==> src/rtl/pack.sv <==
// Shared CSR addresses, trap kinds, write masks and interrupt cause codes
// for the machine-mode CSR file.
package pack;

    localparam int unsigned XLEN       = 32;
    localparam int unsigned CSR_ADDR_W = 12;

    typedef enum logic [CSR_ADDR_W-1:0] {
        MSTATUS  = 12'h300,
        MIE      = 12'h304,
        MTVEC    = 12'h305,
        MSCRATCH = 12'h340,
        MEPC     = 12'h341,
        MCAUSE   = 12'h342,
        MTVAL    = 12'h343,
        MIP      = 12'h344,
        MCYCLE   = 12'hB00,
        MINSTRET = 12'hB02
    } destinationCSR_;

    typedef enum logic [1:0] {
        TRAP_NONE,
        TRAP_EXCEPTION,
        TRAP_INTERRUPT
    } trapType_;

    localparam int unsigned MIE_BIT  = 3;
    localparam int unsigned MPIE_BIT = 7;

    localparam logic [XLEN-1:0] MSTATUS_WMASK = 32'h0000_0088;
    // MPP is hardwired to machine mode
    localparam logic [XLEN-1:0] MSTATUS_MPP   = 32'h0000_1800;
    localparam logic [XLEN-1:0] MIE_WMASK     = 32'h0000_0888;
    localparam logic [XLEN-1:0] ALIGN_MASK    = 32'hFFFF_FFFC;

    localparam logic [XLEN-1:0] CAUSE_SOFTWARE_IRQ = 32'h8000_0003;
    localparam logic [XLEN-1:0] CAUSE_TIMER_IRQ    = 32'h8000_0007;
    localparam logic [XLEN-1:0] CAUSE_EXTERNAL_IRQ = 32'h8000_000B;

endpackage

==> src/rtl/csr_counter.sv <==
// Loadable free-wrapping counter used for mcycle and minstret.
module csr_counter #(
    parameter int unsigned WIDTH = 32
) (
    input  logic             clk,
    input  logic             rst_n,
    input  logic             inc,
    input  logic             load,
    input  logic [WIDTH-1:0] load_value,
    output logic [WIDTH-1:0] count
);

    // A load takes priority over the increment in the same cycle
    always_ff @(posedge clk or negedge rst_n) begin
        if (!rst_n) begin
            count <= '0;
        end else if (load) begin
            count <= load_value;
        end else if (inc) begin
            count <= count + WIDTH'(1);
        end
    end

endmodule

==> src/rtl/csr_file.sv <==
// Machine-mode CSR file: masked writes, trap entry / MRET sequencing,
// interrupt pending logic and the cycle / instret counters.
module csr_file
    import pack::*;
#(
    parameter logic [31:0] MTVEC_RESET = 32'h0000_0000,
    parameter logic [31:0] MEPC_RESET  = 32'h0000_0000
) (
    input  logic           clock,
    input  logic           resetN,
    input  destinationCSR_ readCSR,
    output logic [31:0]    readData,
    input  logic           writeEnable,
    input  destinationCSR_ writeCSR,
    input  logic [31:0]    writeData,
    input  logic           retire,
    input  logic           trapValid,
    input  logic [31:0]    trapCause,
    input  logic [31:0]    trapPC,
    input  logic [31:0]    trapValue,
    input  logic           mretCommit,
    input  logic           externalIrq,
    input  logic           timerIrq,
    input  logic           softwareIrq,
    output logic [31:0]    trapVector,
    output logic [31:0]    mepcOut,
    output logic           interruptRequest
);

    logic            status_mie;
    logic            status_mpie;
    logic [XLEN-1:0] mie_q;
    logic [XLEN-1:0] mip_q;
    logic [XLEN-1:0] mtvec_q;
    logic [XLEN-1:0] mepc_q;
    logic [XLEN-1:0] mscratch_q;
    logic [XLEN-1:0] mcause_q;
    logic [XLEN-1:0] mtval_q;
    logic [XLEN-1:0] mcycle_q;
    logic [XLEN-1:0] minstret_q;
    logic            irq_q;
    logic [XLEN-1:0] mstatus_value;

    logic wr_mstatus, wr_mie, wr_mtvec, wr_mscratch;
    logic wr_mepc, wr_mcause, wr_mtval, wr_mcycle, wr_minstret;

    always_comb begin
        wr_mstatus  = writeEnable && (writeCSR == MSTATUS);
        wr_mie      = writeEnable && (writeCSR == MIE);
        wr_mtvec    = writeEnable && (writeCSR == MTVEC);
        wr_mscratch = writeEnable && (writeCSR == MSCRATCH);
        wr_mepc     = writeEnable && (writeCSR == MEPC);
        wr_mcause   = writeEnable && (writeCSR == MCAUSE);
        wr_mtval    = writeEnable && (writeCSR == MTVAL);
        wr_mcycle   = writeEnable && (writeCSR == MCYCLE);
        wr_minstret = writeEnable && (writeCSR == MINSTRET);
    end

    always_comb begin
        mstatus_value           = MSTATUS_MPP;
        mstatus_value[MIE_BIT]  = status_mie;
        mstatus_value[MPIE_BIT] = status_mpie;
    end

    // Per CSR: trap entry beats MRET beats a software write
    always_ff @(posedge clock or negedge resetN) begin
        if (!resetN) begin
            status_mie  <= 1'b0;
            status_mpie <= 1'b0;
            mie_q       <= '0;
            mip_q       <= '0;
            mtvec_q     <= MTVEC_RESET;
            mepc_q      <= MEPC_RESET;
            mscratch_q  <= '0;
            mcause_q    <= '0;
            mtval_q     <= '0;
            irq_q       <= 1'b0;
        end else begin
            mip_q <= {20'd0, externalIrq, 3'd0, timerIrq, 3'd0, softwareIrq, 3'd0};
            irq_q <= status_mie & (|(mip_q & mie_q));

            if (wr_mie)      mie_q      <= writeData & MIE_WMASK;
            if (wr_mtvec)    mtvec_q    <= writeData & ALIGN_MASK;
            if (wr_mscratch) mscratch_q <= writeData;

            if (trapValid) begin
                mepc_q      <= trapPC & ALIGN_MASK;
                mcause_q    <= trapCause;
                mtval_q     <= trapValue;
                status_mpie <= status_mie;
                status_mie  <= 1'b0;
            end else begin
                if (wr_mepc)   mepc_q   <= writeData & ALIGN_MASK;
                if (wr_mcause) mcause_q <= writeData;
                if (wr_mtval)  mtval_q  <= writeData;
                if (mretCommit) begin
                    status_mie  <= status_mpie;
                    status_mpie <= 1'b1;
                end else if (wr_mstatus) begin
                    status_mie  <= writeData[MIE_BIT];
                    status_mpie <= writeData[MPIE_BIT];
                end
            end
        end
    end

    csr_counter #(.WIDTH(XLEN)) u_mcycle (
        .clk        (clock),
        .rst_n      (resetN),
        .inc        (1'b1),
        .load       (wr_mcycle),
        .load_value (writeData),
        .count      (mcycle_q)
    );

    csr_counter #(.WIDTH(XLEN)) u_minstret (
        .clk        (clock),
        .rst_n      (resetN),
        .inc        (retire),
        .load       (wr_minstret),
        .load_value (writeData),
        .count      (minstret_q)
    );

    // Read port shows committed state; same-cycle writes are forwarded upstream
    always_comb begin
        readData = '0;
        case (readCSR)
            MSTATUS:  readData = mstatus_value;
            MIE:      readData = mie_q;
            MTVEC:    readData = mtvec_q;
            MSCRATCH: readData = mscratch_q;
            MEPC:     readData = mepc_q;
            MCAUSE:   readData = mcause_q;
            MTVAL:    readData = mtval_q;
            MIP:      readData = mip_q;
            MCYCLE:   readData = mcycle_q;
            MINSTRET: readData = minstret_q;
            default:  readData = '0;
        endcase
    end

    assign trapVector       = mtvec_q;
    assign mepcOut          = mepc_q;
    assign interruptRequest = irq_q;

endmodule
==> config.mk <==
export PLATFORM = sky130hd
export DESIGN_NAME = csr_file
export DESIGN_NICKNAME = d
export VERILOG_FILES = /design/src/rtl/pack.sv /design/src/rtl/csr_counter.sv /design/src/rtl/csr_file.sv
export SDC_FILE = /design/constraint.sdc
export NUM_CORES = 1
export LEC_CHECK = 0
export CAP_MARGIN = 40
export CELL_PAD_IN_SITES_DETAIL_PLACEMENT = 1
export CELL_PAD_IN_SITES_GLOBAL_PLACEMENT = 2
export CORE_ASPECT_RATIO = 0.7
export CORE_MARGIN = 4
export CORE_UTILIZATION = 29
export CTS_CLUSTER_DIAMETER = 150
export DETAILED_ROUTE_END_ITERATION = 12
export PLACE_DENSITY = 0.8
export RECOVER_POWER = 100
export SYNTH_ARGS = -nofsm -noshare
export SYNTH_HDL_FRONTEND = slang
export SYNTH_SLANG_ARGS = --single-unit
==> constraint.sdc <==
create_clock -name clock -period 1.65 [get_ports clock]
set_input_delay 0.165 -clock clock [delete_from_list [all_inputs] [get_ports clock]]
set_output_delay 0.165 -clock clock [all_outputs]
set_load 0.02 [all_outputs]
Word-level counts from Yosys, hierarchy flattened
Cells that the tools add are included.
Word-level totals
  register bits after elaboration: 231
  logic and storage cells: 66
  output and inout port bits: 97
  input bits: 161
Operators by class
  multiplexer cells: 16
  bitwise gates (word level): 2
  add/sub/neg operators: 2
  reductions and logical operators: 15
  equal/unequal tests: 19
Operator list (count)
  $pmux W32 S10: 1
  $mux W32: 9
  $eq A12 B10 Y1 const B: 15
  $add A32 B1 Y32 const B: 2
  $eq A12 B12 Y1 const B: 4
  $reduce_or A32 Y1: 1
  $and A12 B12 Y12: 1
  $logic_and A1 B1 Y1: 9
  $reduce_bool A2 Y1: 4
  $mux W1: 6
  $reduce_bool A3 Y1: 1
  $and A1 B1 Y1: 1

Logic depth before layout (Yosys ltp)
Gate-level depths: netlist of the first run.
  word-level depth: 5
  gate-level depth with buffers: 7
  depth with buffers taken out: 6

Hierarchy
From an unflattened synthesis of the first run, not the netlist that was laid out.
Unflattened totals
  cells, all modules: 1286
  area, all modules: 13098.8 um2
By module, submodules not included
  csr_file: cells each 844, instances 1, sequential area each 4129.0 um2, area an instance 9221.3 um2
  csr_counter (u_minstret): cells each 219, instances 1, sequential area each 800.8 um2, area an instance 1966.9 um2
  csr_counter (u_mcycle): cells each 223, instances 1, sequential area each 800.8 um2, area an instance 1910.6 um2

Worst setup path before layout of the first run
OpenSTA, ideal clock, no wires.
  path kind: input-to-output
  from: input port readCSR[11]
  to: output port readData[13]
  stages on the path: 7
  path slack: -0.381 ns
  arrival time: 1.866 ns
  path buffers: 3
  data required time: 1.485 ns
  cell sequence: buf_2 nor4b_2 nor3b_1 buf_2 buf_4 a221oi_1 o21ai_0
Between the ends
  word-level cells in the longest chain between the ends: 2
  elaborated cells on any way between the ends: 11
  classes of those cells: eq/ne (10); mux (1)
Ends and longest elaborated chain
  start, declared: RTL line csr_file.sv:11  | input destinationCSR_ readCSR,
  $eq A12 B12 Y1 / $eq A12 B10 Y1 (equally long branches): RTL line csr_file.sv:128  | case (readCSR)
  $pmux W32 S10 *: RTL line csr_file.sv:128
  end, declared: RTL line csr_file.sv:12  | output logic [31:0] readData,
Mark *: on every way between the ends. The rest lies on a longest branch, timed or not.

Worst setup path after layout of the first run
  from: register u_minstret.count[19]
  to: output port readData[19]
Between the ends
  word-level cells in the longest chain between the ends: 1
Ends and longest elaborated chain
  start, declared: RTL line csr_counter.sv:10  | output logic [WIDTH-1:0] count
  start signal, assigned: RTL line csr_counter.sv:18  | count <= load_value;
  start signal, assigned: RTL line csr_counter.sv:20  | count <= count + WIDTH'(1);
  $pmux W32 S10: RTL line csr_file.sv:128
Every way passes these cells.

==> flow_summary.yaml, run 1 <==
status:
  run_status: "finished, violations left"
  failed_checks: "setup timing"
clock_network:
  clk_latency_ps: 560
  h-tree-depth: 1
  ctsRootBufferMaster: "clkbuf_16"
  cts_tree: "done"
  cts-buffers-inserted: 27
  path_clk_slew_ps: 60
  cts.sink_count: 229
  clk_path_buf_depth: 3
setup_path:
  reg2regPathDepth: 7
  timing.critical_path.arrival_ps: 2150
  critPathTopFamily: "compound AO/OA/AOI/OAI gates"
  timing.reg2reg.setup_slack_ps: -420
  worstReg2RegEnd: "u_mcycle.count[31]$_DFF_PN0_"
  critPathMaxStageDelay_ps: 440
  worst-path-buf-inv: 2
  worst_path_cell_trace: "mux2i_2 > buf_4 > a2bb2oi_2 > o22ai_2 > a221o_1 > buf_6"
  end_kind: "output pin"
  timing.critical_path.slowest_stage_cell: "dfrtp_1"
  worst-endpoint-required_ps: 1480
  rr_startpoint: "u_mcycle.count[15]$_DFF_PN0_"
  cp_startpoint: "u_minstret.count[19]$_DFFE_PN0P_"
  critical_path.max_fanout: 2
  worst_setup_path_start_kind: "register"
  category_of_the_most_critical_setup_path: "register to output pin"
timing:
  period_minus_slack_ps: 2318
  number_of_pins_exceeding_their_max_slew_limit_in_the_final_report: 0
  timing_worst_slew_pin_value_ps: 813.9
  max_clock_freq_mhz: 431.4
  final_setup_violation_count: 162
  rsz_0062_raised_after_global_routing: "true"
  finalWorstSetupSlack_ps: -667.8
  hold_viol_final: 0
  clock-skew-final_ps: 10.39
  max-slew-margin-rel_pct: 45.74
  layout_worst_path_cycle_share_pct: 140.5
floorplan:
  die_h_um: 182.6
  design.die.area_um2: 46990
  die_w_um: 257.4
  io_pins: 258
  start_util_pct: 29.60
  design.core.area_um2: 42640
  core.rowCount: 63
synth:
  most_frequent_cell_after_synthesis: "dfrtp_1"
  synthesis.yosys.warnings: 0
  synth_cell_types: 61
  sequential_share_of_the_synthesized_area_pct: 45.39
  synth.avg_cell_area_um2: 9.457
  synth.cells.most_frequent: "dfrtp_1, nand2_1, a21oi_1"
  synth_flop_cell: "dfrtp_1"
  yosys.area.top_type: "dfrtp_1"
  syn-cell-area_um2: 12620
  yosys-top-cells-area: "dfrtp_1, mux2_2, a21oi_1, nand2_1, nor2b_1"
  netlist.area_leader.share_pct: 45.39
  async_flop_share_pct: 100.0
  postSynthRegisterBits: 229
  synthesized_instance_count: 1335
  synth-edff-count: 0
layout:
  nFillCells: 4671
  synthToLayoutAreaGrowth_pct: 68.90
  fin_nets: 2064
  area_used_by_sequential_logic_in_the_layout_um2: 5747
  post-route-util_pct: 50.00
  multi_input_comb_area_um2: 7779
  layout-drive-gt1-share_pct: 39.33
  fin_cells: 2508
global_route:
  grt_remaining_overflow: 0
  antenna_found_initial: 4
  global_route_wire_length_before_repair_um: 94210
  grt_pass1_vias: 14350
  grtUsageTotal_pct: 26.24
  grt_max_degree: 88
routing:
  drt-initial-drc-count: 1267
  post-route-drc-count: 0
  ant_nets: 0
  routed_via_density: 5.480
  drt-wirelength-per-cell_um: 26.19
  dr_total_vias: 13740
  route.final.wire_length_um: 65690
  drt_pass1_iterations: 5
placed_design:
  post_detailed_placement_half_perimeter_wirelength_um: 45570
  placement.io_buffers: 251
  globalplace.congestion: 0.9089
  placed_cells: 2367
power_and_ir_drop:
  power_density_over_cell_area_nw_per_um2: 746.7
  irDropWorstVdd_mv: 0.7248
  p_leak_nw: 9.497
flow_run:
  timing.max_cap.violations: 0
worst_hold_path:
  min_path_type: "input port to register"
  hold_path_end: "status_mie$_DFFE_PN0P_"
  min-delay-start: "trapValid"
  hold_path_depth: 2
==> worst register-to-register path: stages (launching register included) <==
cell,delay [ps]
dfrtp_1,410
buf_6,130
nand4_1,200
buf_4,240
nor3_4,260
nand3_2,120
or4b_4,560
nand3_2,90
==> where the power goes <==
group | internal (mW) | switching, mW | total [mW] | leakage [nW]
Clock | 3.56 | 2.62 | 6.18 | 0.441
Sequential | 6.01 | 0.371 | 6.38 | 2.87
Combinational | 1.63 | 1.73 | 3.36 | 6.19
==> metrics by stage <==
| step | TNS (ps) | hold WS, ps | setup WS, ps | total power, mW | area, um2 |
|---|---|---|---|---|---|
| 3_3_place_gp | -158050 | 140.5 | -1305 | 9.167 | 18380 |
| 5_1_grt | -36200 | 57.49 | -697.6 | 16.51 | 21320 |
| 3_5_place_dp | -167170 | 139.4 | -1327 | 9.240 | 18380 |
| 2_1_floorplan | -1481 | -130.6 | -76.35 | 7.401 | 12900 |
| 6_report | -27570 | 74.67 | -667.8 | 15.92 | 21320 |
| 4_1_cts | -21690 | 23.52 | -655.4 | 15.68 | 20650 |
==> how the worst max path moves through the flow <==
stage,end,depth (start not counted)
floorplan,readData[10],6
CTS,readData[19],6
global route,readData[19],6
global placement,readData[21],10
finish,readData[19],6
detailed placement,readData[22],10
==> routing by layer <==
layer,vias to the layer above,share of wire (%),GRT usage (%)
met5,-,0.052,0
met3,109,7.3,5.243
li1,5990,-,-
met1,7053,45,38.59
met2,588,45,40.16
met4,4,2.5,5.530
==> area by class of cell <==
cell class                 instances  area share (%)
inverter                          13          0.2288
clock buffer                      38           3.597
antenna                            1         0.01174
sequential                       229           26.95
timing repair buffer             641           28.72
multi-input combinational        989           36.48
tap                              585           3.433
clock inverter                    12          0.5809
==> cells by family after synthesis <==
| group | Yosys count | share of synthesized area, % |
|---|---|---|
| adder cells (fa/ha/maj) | 2 | 0.1982 |
| other | 1 | 0.02970 |
| AND/OR/NAND/NOR | 434 | 18.31 |
| XOR/XNOR | 57 | 3.954 |
| multiplexers | 102 | 8.791 |
| AO/OA/AOI/OAI | 390 | 19.34 |
| buffers and inverters | 120 | 3.994 |
| flip-flops | 229 | 45.39 |
==> registers in the layout, summed over array words and instances, names as in the netlist, 30 cells and up <==
register / count
trapVector: 30
mcause_q: 32
mscratch_q: 32
u_mcycle.count: 32
mtval_q: 32
mepcOut: 30
u_minstret.count: 32
==> what timing repair did <==
action,CTS,global route
buffers inserted,51,55
hold buffers,1,0
resized for setup,523,151
pin swaps,115,110
setup endpoints to repair,206,243
cloned,5,3
endpoints found under the hold margin,223,0
==> layout by cell type, fill, tap and decap left out, drive strengths merged, types with 17 or more instances in the layout <==
master	instances
nand2	169
xor2	31
nor2b	96
clkbuf	77
dfrtp	229
nand3	24
a221o	19
a22oi	29
nor2	46
a21oi	132
a2bb2oi	17
xnor2	26
o22ai	17
mux2	71
clkdlybuf4s50	133
mux2i	31
a31oi	85
dlygate4sd2	45
buf	400
nand4	24
o21ai	56
(Power assumes the default switching activity.)
==> run 2: changes to the inputs <==
--- a/constraint.sdc
+++ b/constraint.sdc
@@ -3,2 +3,2 @@
 set_output_delay 0.165 -clock clock [all_outputs]
-set_load 0.02 [all_outputs]
+set_load 0.01 [all_outputs]
==> run 2 against run 1 <==
Net effect: the run still ends with setup timing left; combinational power shrank 3%; sequential power is essentially flat; clock power grew 6.0%; die area is the same; maximum frequency grew 3.3%; clock-buffer cell count grew 1; clock skew grew 5.5 ps; global-route usage shrank 0.056 points; critical path depth is the same; non-clock buffer count shrank 24; sequential cell count is the same; critical endpoint unchanged; highest routed layer unchanged.
==> flow_summary.yaml, run 2 (same netlist as run 1, synthesis figures left out) <==
status:
  run_status: "finished, violations left"
  failed_checks: "setup timing"
clock_network:
  clk_path_buf_depth: 3
  clk_latency_ps: 580
  cts.sink_count: 229
  h-tree-depth: 1
  cts_tree: "done"
  cts-buffers-inserted: 27
  path_clk_slew_ps: 70
  ctsRootBufferMaster: "clkbuf_16"
timing:
  number_of_pins_exceeding_their_max_slew_limit_in_the_final_report: 0
  rsz_0062_raised_after_global_routing: "true"
  period_minus_slack_ps: 2244
  hold_viol_final: 0
  clock-skew-final_ps: 15.90
  finalWorstSetupSlack_ps: -593.9
  max-slew-margin-rel_pct: 8.467
  timing_worst_slew_pin_value_ps: 1373
  max_clock_freq_mhz: 445.7
  layout_worst_path_cycle_share_pct: 136.0
  final_setup_violation_count: 256
setup_path:
  category_of_the_most_critical_setup_path: "register to output pin"
  worst-endpoint-required_ps: 1480
  timing.critical_path.arrival_ps: 2080
  worst_path_cell_trace: "mux2i_1 > buf_4 > a2bb2oi_2 > o22ai_2 > a221o_1 > buf_2"
  worstReg2RegEnd: "u_minstret.count[31]$_DFFE_PN0P_"
  critical_path.max_fanout: 2
  critPathMaxStageDelay_ps: 390
  worst_setup_path_start_kind: "register"
  end_kind: "output pin"
  rr_startpoint: "u_minstret.count[9]$_DFFE_PN0P_"
  timing.critical_path.slowest_stage_cell: "dfrtp_1"
  timing.reg2reg.setup_slack_ps: -500
  reg2regPathDepth: 10
routing:
  post-route-drc-count: 0
  dr_total_vias: 13400
  ant_nets: 0
  drt-initial-drc-count: 1143
  routed_via_density: 5.404
  drt-wirelength-per-cell_um: 26.29
  route.final.wire_length_um: 65190
  drt_pass1_iterations: 5
layout:
  synthToLayoutAreaGrowth_pct: 64.58
  most_common_cell_after_layout_fill_and_taps_aside: "buf_4"
  layout-drive-gt1-share_pct: 37.41
  fin_cells: 2480
  layout.cells.most_common_list: "buf_4, dfrtp_1, nand2_1"
  insertedDiodeCount: 0
  fin_nets: 2040
global_route:
  global_route_wire_length_before_repair_um: 93590
  grt_max_degree: 79
  grt_pass1_vias: 14270
  antenna_found_initial: 8
  grtUsageTotal_pct: 26.18
  grt_remaining_overflow: 0
floorplan:
  die_w_um: 257.4
  io_pins: 258
  start_util_pct: 29.60
  die_h_um: 182.6
  design.core.area_um2: 42640
  core.rowCount: 63
  design.die.area_um2: 46990
worst_hold_path:
  hold_path_end: "mcause_q[12]$_DFFE_PN0P_"
  hold_path_depth: 3
  min-delay-start: "trapValid"
  min_path_type: "input port to register"
power_and_ir_drop:
  report.power.total_mw: 16.17
  irDropWorstVdd_mv: 0.7345
  p_leak_nw: 9.484
  power_density_over_cell_area_nw_per_um2: 778.3
placed_design:
  placement.io_buffers: 251
  globalplace.congestion: 0.9122
  post_detailed_placement_half_perimeter_wirelength_um: 45130
  dpl_worst_slack_ps: -1190
  placed_cells: 2360
flow_run:
  timing.max_cap.violations: 0
-- run 2: worst max-delay path, delay by kind of cell (launching register included) --
kind | cells | cell delay, ps
flops | 1 | 390
mux | 1 | 170
buf+inv | 2 | 310
compound gates | 3 | 630
-- run 2: cell type report --
class | instances | area, um2
flip-flops and latches | 229 | 5752
clock buffers | 39 | 780.7
clock inverters | 8 | 157.7
multi-input cells | 989 | 7609
well taps | 585 | 732.0
fillers | 4674 | 21870
inverters | 13 | 52.55
repair buffers | 617 | 5694
-- run 2: worst max path at each step --
stage                     cells after the start                             start  slack, ps                      endpoint
after global routing                          6  u_minstret.count[17]$_DFFE_PN0P_       -680                  readData[17]
after detailed placement                      8                        readCSR[3]      -1190                   readData[0]
final                                         6  u_minstret.count[19]$_DFFE_PN0P_       -590                  readData[19]
after floorplan                               5      u_mcycle.count[12]$_DFF_PN0_        -70  u_mcycle.count[28]$_DFF_PN0_
after global placement                        8                        readCSR[3]      -1210                   readData[0]
after CTS                                     6  u_minstret.count[15]$_DFFE_PN0P_       -680                  readData[15]
-- run 2: report_power, final --
part | switching [mW] | internal, mW | total [mW]
combinational | 1.60 | 1.65 | 3.25
sequential | 0.355 | 6.01 | 6.37
clock | 2.65 | 3.90 | 6.55
-- run 2: per-stage QoR --
step | util (%) | area [um2] | setup TNS (ps) | hold WS (ps)
after CTS | 47.53 | 20270 | -20690 | 35.40
after global routing | 48.72 | 20780 | -70680 | 104.4
after detailed placement | 42.63 | 18180 | -153760 | 108.7
after floorplan | - | 12830 | -331.4 | -130.6
after global placement | 42.63 | 18180 | -149080 | 109.7
final | 48.72 | 20780 | -61000 | 88.61
-- run 2: repair_timing --
action                                 CTS  global route
setup endpoints to repair              185           197
gates cloned                             4             2
setup buffers                           54            41
resized for setup                      463           111
pin swaps                               99            86
endpoints found under the hold margin  229             0
hold buffers                             1             0
-- run 2: per-layer routing --
metal / track usage (%) / up-vias / wire [um]
li1: - / 5943 / -
met5: 0 / - / 89
met4: 5.422 / 12 / 1461
met1: 37.85 / 6840 / 29310
met2: 39.46 / 517 / 28480
met3: 7.144 / 91 / 5845
